## src/rtl/rom_arb_pkg.sv

```systemverilog
// Shared constants and FSM state type for the ROM read arbiter.
package rom_arb_pkg;

  localparam int unsigned MAX_NREQ = 8;
  localparam int unsigned ID_W     = 3;

  typedef enum logic [0:0] {
    ARB_IDLE   = 1'b0,
    ARB_ACTIVE = 1'b1
  } arb_state_e;

endpackage

```

## src/rtl/rom_arb_picker.sv

```systemverilog
// Combinational winner selection: first asserted request at or after ptr, wrapping.
module rom_arb_picker
  import rom_arb_pkg::*;
#(
  parameter int unsigned NREQ = 4
) (
  input  logic [NREQ-1:0] req,
  input  logic [ID_W-1:0] ptr,
  output logic [NREQ-1:0] winner,
  output logic [ID_W-1:0] winner_id,
  output logic            any
);

  logic [NREQ-1:0] rot;
  logic [ID_W-1:0] off;
  logic [ID_W:0]   sum;

  // Rotate so the requester at ptr sits at bit 0.
  assign rot = NREQ'({req, req} >> ptr);

  always_comb begin
    off = '0;
    any = 1'b0;
    for (int i = int'(NREQ) - 1; i >= 0; i--) begin
      if (rot[i]) begin
        off = ID_W'(i);
        any = 1'b1;
      end
    end
    sum = {1'b0, ptr} + {1'b0, off};
    if (sum >= (ID_W + 1)'(NREQ)) begin
      sum = sum - (ID_W + 1)'(NREQ);
    end
    winner_id = sum[ID_W-1:0];
    winner    = any ? (NREQ'(1) << winner_id) : '0;
  end

endmodule

```

## src/rtl/rom_read_arbiter.sv

```systemverilog
// Arbitrates NREQ read requesters onto one registered-read ROM port.
// Define ROM_ARB_RR_EN for round-robin; fixed priority (lowest index) otherwise.
module rom_read_arbiter
  import rom_arb_pkg::*;
#(
  parameter int unsigned WIDTH  = 32,
  parameter int unsigned LENGTH = 256,
  parameter int unsigned NREQ   = 4
) (
  input  logic                       clk,
  input  logic                       rst_n,
  input  logic [NREQ-1:0]            req,
  input  logic [NREQ-1:0][WIDTH-1:0] addr,
  output logic [NREQ-1:0]            gnt,
  output logic [NREQ-1:0]            rvalid,
  output logic [WIDTH-1:0]           rdata,
  output logic                       err,
  output logic                       rom_en,
  output logic [WIDTH-1:0]           rom_addr,
  input  logic [WIDTH-1:0]           rom_rd
);

  arb_state_e      state_q, state_d;
  logic [NREQ-1:0] gnt_q;
  logic [ID_W-1:0] pend_id_q;
  logic            err_q;
  logic [WIDTH-1:0] rdata_q;

  logic [NREQ-1:0] eligible;
  logic [NREQ-1:0] win;
  logic [ID_W-1:0] win_id;
  logic            win_any;
  logic [ID_W-1:0] ptr;
  logic            oor;

  // A requester still sees req high in its grant cycle; keep it out of the race.
  assign eligible = req & ~gnt_q;

`ifdef ROM_ARB_RR_EN
  logic [ID_W-1:0] ptr_q;
  logic [ID_W:0]   ptr_nxt;

  assign ptr     = ptr_q;
  assign ptr_nxt = {1'b0, win_id} + (ID_W + 1)'(1);

  always_ff @(posedge clk or negedge rst_n) begin
    if (!rst_n) begin
      ptr_q <= '0;
    end else if (win_any) begin
      ptr_q <= (ptr_nxt == (ID_W + 1)'(NREQ)) ? '0 : ptr_nxt[ID_W-1:0];
    end
  end
`else
  assign ptr = '0;
`endif

  rom_arb_picker #(
    .NREQ (NREQ)
  ) u_picker (
    .req       (eligible),
    .ptr       (ptr),
    .winner    (win),
    .winner_id (win_id),
    .any       (win_any)
  );

  always_comb begin
    rom_addr = '0;
    for (int i = 0; i < int'(NREQ); i++) begin
      rom_addr = rom_addr | (addr[i] & {WIDTH{win[i]}});
    end
  end

  assign rom_en  = win_any;
  assign oor     = rom_addr[WIDTH-1:2] >= (WIDTH - 2)'(LENGTH);
  assign state_d = win_any ? ARB_ACTIVE : ARB_IDLE;

  always_ff @(posedge clk or negedge rst_n) begin
    if (!rst_n) begin
      state_q   <= ARB_IDLE;
      gnt_q     <= '0;
      pend_id_q <= '0;
      err_q     <= 1'b0;
      rdata_q   <= '0;
    end else begin
      state_q <= state_d;
      gnt_q   <= win;
      err_q   <= win_any & oor;
      if (win_any) begin
        pend_id_q <= win_id;
      end
      if (state_q == ARB_ACTIVE) begin
        rdata_q <= rdata;
      end
    end
  end

  // ACTIVE means exactly one response is landing this cycle.
  assign gnt    = gnt_q;
  assign err    = err_q;
  assign rvalid = (state_q == ARB_ACTIVE) ? (NREQ'(1) << pend_id_q) : '0;
  assign rdata  = (state_q == ARB_ACTIVE) ? (err_q ? '0 : rom_rd) : rdata_q;

endmodule

```

## config.mk

```make
export PLATFORM = sky130hd
export DESIGN_NAME = rom_read_arbiter
export DESIGN_NICKNAME = d
export VERILOG_FILES = /design/src/rtl/rom_arb_pkg.sv /design/src/rtl/rom_arb_picker.sv /design/src/rtl/rom_read_arbiter.sv
export SDC_FILE = /design/constraint.sdc
export NUM_CORES = 1
export LEC_CHECK = 0
export CORE_MARGIN = 4
export CORE_UTILIZATION = 33
export DETAILED_ROUTE_END_ITERATION = 16
export GPL_TIMING_DRIVEN = 0
export PLACE_DENSITY_LB_ADDON = 0.1
export SLEW_MARGIN = 20
export SYNTH_ARGS = -nofsm -noshare
export SYNTH_HDL_FRONTEND = slang
export SYNTH_SLANG_ARGS = --single-unit
```

## constraint.sdc

```tcl
create_clock -name clk -period 6.76 [get_ports clk]
set_input_delay 1.69 -clock clk [delete_from_list [all_inputs] [get_ports clk]]
set_output_delay 1.69 -clock clk [all_outputs]
set_load 0.1 [all_outputs]
```

Word level (Yosys, flattened, before mapping)
Cells that the tools add are included.
- register bits after elaboration: 41
- input port bits: 166
- output and inout port bits: 74
- word-level logic and storage cells: 34
- add/subtract/negate cells: 1
- $lt $le $gt $ge: 2
- shift-type cells: 2
- mux-type cells: 14
- bitwise logic cells: 10
- operators by type and width (operator ; count):
    32-bit AND ; 4
    32-bit bitwise OR ; 3
    32-bit 2-to-1 mux ; 2
    30-bit by 9-bit >= comparator with 1-bit output (second input constant) ; 1
    2-bit 2-to-1 mux ; 4
    4-bit 2-to-1 mux ; 2
    1-bit by 3-bit << shifter with 4-bit output (first input constant) ; 2
    1-bit 2-to-1 mux ; 5
    4-bit AND ; 1
    4-bit NOT ; 1
    2-bit by 3-bit >= comparator with 1-bit output (second input constant) ; 1
    3-bit 2-to-1 mux ; 1
    2-bit by 3-bit subtractor with 3-bit output (second input constant) ; 1
    1-bit AND ; 1

Depth between registers and ports, before layout
- word-level depth: 16
- mapped depth: 10

Hierarchy
A second synthesis with hierarchy kept.
- cell total of the unflattened synthesis: 347
- area, all modules: 2748.9 sq um
- by module, submodules not included (module ; times used ; cells an instance ; area each (sq um)):
    rom_read_arbiter ; 1 ; 307 ; 2454.9
    rom_arb_picker ; 1 ; 40 ; 294.0

Worst setup path before layout
Ideal clock, no wire load.
- kind: input-to-output
- from: input port req[0]
- to: output port rom_addr[1]
- arrival: 3.698 ns
- data required time: 5.070 ns
- slack: 1.372 ns
- stages: 9
- path buffers: 4
- cell sequence: nand2b_1 -> buf_6 -> inv_1 -> nor3_1 -> buf_2 -> buf_2 -> buf_2 -> nand2_1 -> nand2_1
- elaborated cells between the ends (all ways): 15
- RTL lines (item ; RTL line ; RTL):
    from (decl) ; rom_read_arbiter.sv:12 ; input logic [NREQ-1:0] req,
    4-bit AND (*) ; rom_read_arbiter.sv:37 ; assign eligible = req & ~gnt_q;
    2-bit 2-to-1 mux ; rom_arb_picker.sv:25 ; if (rot[i]) begin
    2-bit by 3-bit subtractor with 3-bit output / 2-bit by 3-bit >= comparator with 1-bit output (equally long branches) ; rom_arb_picker.sv:32, rom_arb_picker.sv:31 ;
    3-bit 2-to-1 mux ; rom_arb_picker.sv:31 ; if (sum >= (ID_W + 1)'(NREQ)) begin
    1-bit by 3-bit << shifter with 4-bit output ; rom_arb_picker.sv:35 ; winner = any ? (NREQ'(1) << winner_id) : '0;
    4-bit 2-to-1 mux (*) ; rom_arb_picker.sv:35 ;
    net u_picker.winner[2] ; rom_arb_picker.sv:9 ; output logic [NREQ-1:0] winner,
    32-bit AND (*) ; rom_read_arbiter.sv:70 ; rom_addr = rom_addr | (addr[i] & {WIDTH{win[i]}});
    32-bit bitwise OR (*) (2 in series) ; rom_read_arbiter.sv:70 ;
    to (decl) ; rom_read_arbiter.sv:19 ; output logic [WIDTH-1:0] rom_addr,
The timed path passes the listed nets; every way through them passes the cells marked *.

Worst setup path in the final report
- from: input port req[0]
- to: output port rom_addr[16]
- word-level cells in the longest chain between the ends: 10
- elaborated cells between the ends (all ways): 15
- ends and longest elaborated chain (item ; RTL line):
    4-bit AND (*) ; rom_read_arbiter.sv:37
    2-bit 2-to-1 mux ; rom_arb_picker.sv:25
    2-bit by 3-bit subtractor with 3-bit output / 2-bit by 3-bit >= comparator with 1-bit output (equally long branches) ; rom_arb_picker.sv:32, rom_arb_picker.sv:31
    3-bit 2-to-1 mux ; rom_arb_picker.sv:31
    1-bit by 3-bit << shifter with 4-bit output ; rom_arb_picker.sv:35
    4-bit 2-to-1 mux (*) ; rom_arb_picker.sv:35
    32-bit AND ; rom_read_arbiter.sv:70
    32-bit bitwise OR (2 in series) ; rom_read_arbiter.sv:70
    32-bit bitwise OR (*) ; rom_read_arbiter.sv:70
Every way passes the cells marked *; elsewhere a longest branch is shown, timed or not.

==> results.tsv <==
stage	metric	value	unit
routing	TritonRoute pass-1 iters	5	
place	placed cell area	5090	µm²
logic_synthesis	Yosys Warn Count	0	
routing	final wirelength	11300	µm
sta	fin crit share	0.972	
sta	Setup WS post-layout	0.189	ns
worst_setup_path	reg2reg end	err$_DFF_PN0_	
worst_setup_path	Worst path max stage delay	1.15	ns
clock_network	hold buffers post-CTS	0	
clock_network	Clk pin slew, worst setup/hold paths	0.08	ns
worst_setup_path	crit path kind	in2out	
finish	Syn-to-layout area delta	101	%
sta	min cycle time layout	6.57	ns
routing	Final ANT Viol Nets	0	
die	IO Pins	240	
worst_setup_path	Worst Path Max Fanout	10	
flow_run	Max-Cap Viols	0	
routing	Avg WL per Cell	16.9	µm
logic_synthesis	cells after synthesis	322	
worst_setup_path	crit end category	output pin	
logic_synthesis	Net Count, Synth	488	
sta	Post-Route Skew	0.00760	ns
clock_network	CTS sink count	40	
worst_setup_path	CP max stage cell	clkdlybuf4s50_1	
logic_synthesis	Seq/Total Area, Yosys	0.393	
worst_setup_path	reg2reg path depth	9	
sta	Slew Limit Fails	0	
power_and_ir_drop	Lkg Pwr	2.08	nW
worst_hold_path	Worst Hold Class	reg2reg	
die	die area	9200	µm²
worst_hold_path	Worst Hold End	rdata_q[21]$_DFFE_PN0P_	
sta	final hold viol count	0	
worst_setup_path	CP Data Arrival Time	4.88	ns
global_route	initial antenna violation count	0	
sta	RSZ-0062 raised after global routing	no	
worst_setup_path	RR Startpoint	gnt[0]$_DFF_PN0_	
die	Core Region	7370	µm²
logic_synthesis	Yosys reg bits	40	
logic_synthesis	Synth area leader	dfrtp_1	
finish	non-filler instance count after layout	669	
die	die height	95.9	µm
finish	Final Cell Area	5110	µm²
place	Final Wtd Congestion	0.864	
place	dpl ws	-0.283	ns
logic_synthesis	share of the synthesized area in the top cell type	0.393	
outcome	status	complete, no violations	
routing	vias per cell	5.07	
worst_setup_path	crit path cell chain	clkdlybuf4s50_1 -> nand2b_1 -> buf_6 -> inv_1 -> nor3_1 -> buf_2 -> a221o_1 -> clkdlybuf4s50_1	
clock_network	CTS tree	built	
place	placed cell count	661	
clock_network	CTS Buf Count	5	
place	post-detail-place hpwl	9570	µm
worst_setup_path	Critical Path Source Type	input pin	
clock_network	CTS H-tree lvls	2	
logic_synthesis	Synth area leaders	dfrtp_1 (39%), o21ai_0 (13%), nand2_1 (11%), a22oi_1 (5.9%), inv_1 (4.9%)	
clock_network	clock root cell	clkbuf_8	
sta	max_slew headroom	0.315	
clock_network	clk buf depth	2	
die	die width	95.9	µm
logic_synthesis	Post-synth ARST share	1.00	
finish	final core occ	0.694	
routing	routed via count	3389	
worst_setup_path	R2R Setup Slk	4.21	ns
routing	DR iter-0 viols	169	
worst_hold_path	Hold Path Stages	2	
sta	final setup fails	0	
place	IO buf count	239	
finish	Layout Nets	735	
worst_setup_path	Most common cell on crit path	clkdlybuf4s50_1	
logic_synthesis	Synth Flop Type	dfrtp_1	
power_and_ir_drop	maximum VDD drop	118	µV
logic_synthesis	Post-synth EDFFs	0	
finish	Diodes inserted	0	
sta	Slew @ Worst Pin	1.02	ns
clock_network	Clk Latency, worst-skew pair	0.29	ns
logic_synthesis	mean area per synthesized cell	7.92	µm²
finish	layout cells sized above 1	0.0807	
routing	DR DRC count	0	
global_route	number of global-route vias before repair	3481	
finish	Fill cells	620	
global_route	grt ovf	0	
sta	Hold WS	0.520	ns
power_and_ir_drop	Pwr Total	0.873	mW
die	Starting Density	0.346	
clock_network	# Post-CTS Setup Buffers	0	
worst_setup_path	Data required, critical path	5.07	ns
power_and_ir_drop	PwrDens	171	nW/µm²
global_route	largest net degree at the start of global routing	23	
die	num rows	31	
global_route	first-pass GRT wire length	16800	µm
logic_synthesis	synthesized cell area	2550	µm²
worst_hold_path	min-delay src	rdata_q[21]$_DFFE_PN0P_	
logic_synthesis	Yosys cell types	31	
sta	Setup TNS Final	0	ns
sta	Max Clk Rate	0.152	GHz
global_route	gr usage total	0.237	
[cell type report]
type | instances | area [µm²] | share of cell area
Clock inverter | 2 | 15.0 | 0.00294
Multi-Input combinational cell | 225 | 1310 | 0.256
Clock buffer | 6 | 82.6 | 0.0161
Sequential cell | 40 | 1000 | 0.196
Inverter | 33 | 124 | 0.0242
Tap cell | 99 | 124 | 0.0242
Timing Repair Buffer | 240 | 2340 | 0.458
Buffer | 24 | 116 | 0.0228
[sequential cells by signal, indices dropped and copies added, names as in the netlist]
register and flops:
err 1, gnt 4, pend_id_q 2, rdata_q 32, state_q 1
[worst max path at each step]
stage	from	end	slack, ns
final	req[0]	rom_addr[16]	0.19
after global routing	req[0]	rom_addr[19]	0.004
after CTS	req[0]	rom_addr[4]	0.002
after detailed placement	req[0]	rom_addr[3]	-0.28
after global placement	req[0]	rom_addr[3]	-0.30
after floorplan	req[0]	rom_addr[1]	1.37
[per-layer routing]
layer,vias up,global-route usage,part of all wire
li1,1653,-,-
met1,1570,0.269,0.36
met2,150,0.428,0.52
met3,16,0.0657,0.087
met4,0,0.0746,0.025
met5,-,0,0
[Yosys cell counts, drive strengths merged (2+ instances only)]
master	instances
or4	3
a22oi	20
o21ai	65
nand2b	3
and3b	9
nor4	2
nor2b	4
a221o	8
and2	2
a222oi	12
buf	7
a221oi	2
inv	33
nand2	72
nor3	5
nor2	2
clkbuf	17
a31o	8
dfrtp	40
[worst max-delay path: cells and delay by family]
family	cells	cell delay [ns]
AO/OA/AOI/OAI	1	0.23
buffers and inverters	5	2.25
AND/OR/NAND/NOR	2	0.72
[logic make-up (layout without fill, tap and decap cells)]
logic type | Yosys count | after routing | share of synthesized area
AND/OR/NAND/NOR | 108 | 108 | 0.209
AO/OA/AOI/OAI | 117 | 117 | 0.305
buffers and inverters | 57 | 305 | 0.0942
flip-flops | 40 | 40 | 0.393
[report_power, final]
part	leakage (nW)	total (mW)	internal (mW)	switching, mW
logic	1.50	0.460	0.154	0.306
registers	0.542	0.247	0.242	0.00437
clock network	0.0434	0.167	0.0827	0.0842
total	2.08	0.873	0.479	0.394
[what timing repair did]
action | 4_1_cts | 5_1_grt
setup endpoints to repair | 20 | 14
gates resized for setup | 21 | 26
hold endpoints to repair | 0 | 0
[cell usage in the layout, fill, tap and decap left out, types with 2 or more instances in the layout]
| cell type | synthesis | layout |
|---|---|---|
| a221o_1 | 8 | 8 |
| a221oi_1 | 2 | 2 |
| a222oi_1 | 12 | 12 |
| a22oi_1 | 20 | 20 |
| a31o_2 | 8 | 8 |
| and2_1 | 2 | 2 |
| and3b_1 | 2 | 2 |
| and3b_2 | 7 | 7 |
| buf_2 | 3 | 4 |
| buf_6 | 3 | 3 |
| clkbuf_1 | 17 | 17 |
| clkbuf_2 | 0 | 13 |
| clkbuf_8 | 0 | 6 |
| clkdlybuf4s50_1 | 0 | 218 |
| clkinvlp_4 | 0 | 2 |
| dfrtp_1 | 40 | 40 |
| dlygate4sd2_1 | 0 | 6 |
| inv_1 | 33 | 33 |
| nand2_1 | 72 | 72 |
| nand2b_1 | 3 | 3 |
| nor2_1 | 2 | 2 |
| nor2b_1 | 4 | 4 |
| nor3_1 | 5 | 5 |
| o21ai_0 | 65 | 65 |
| or4_1 | 3 | 3 |
Power figures use the tool's default switching activity.
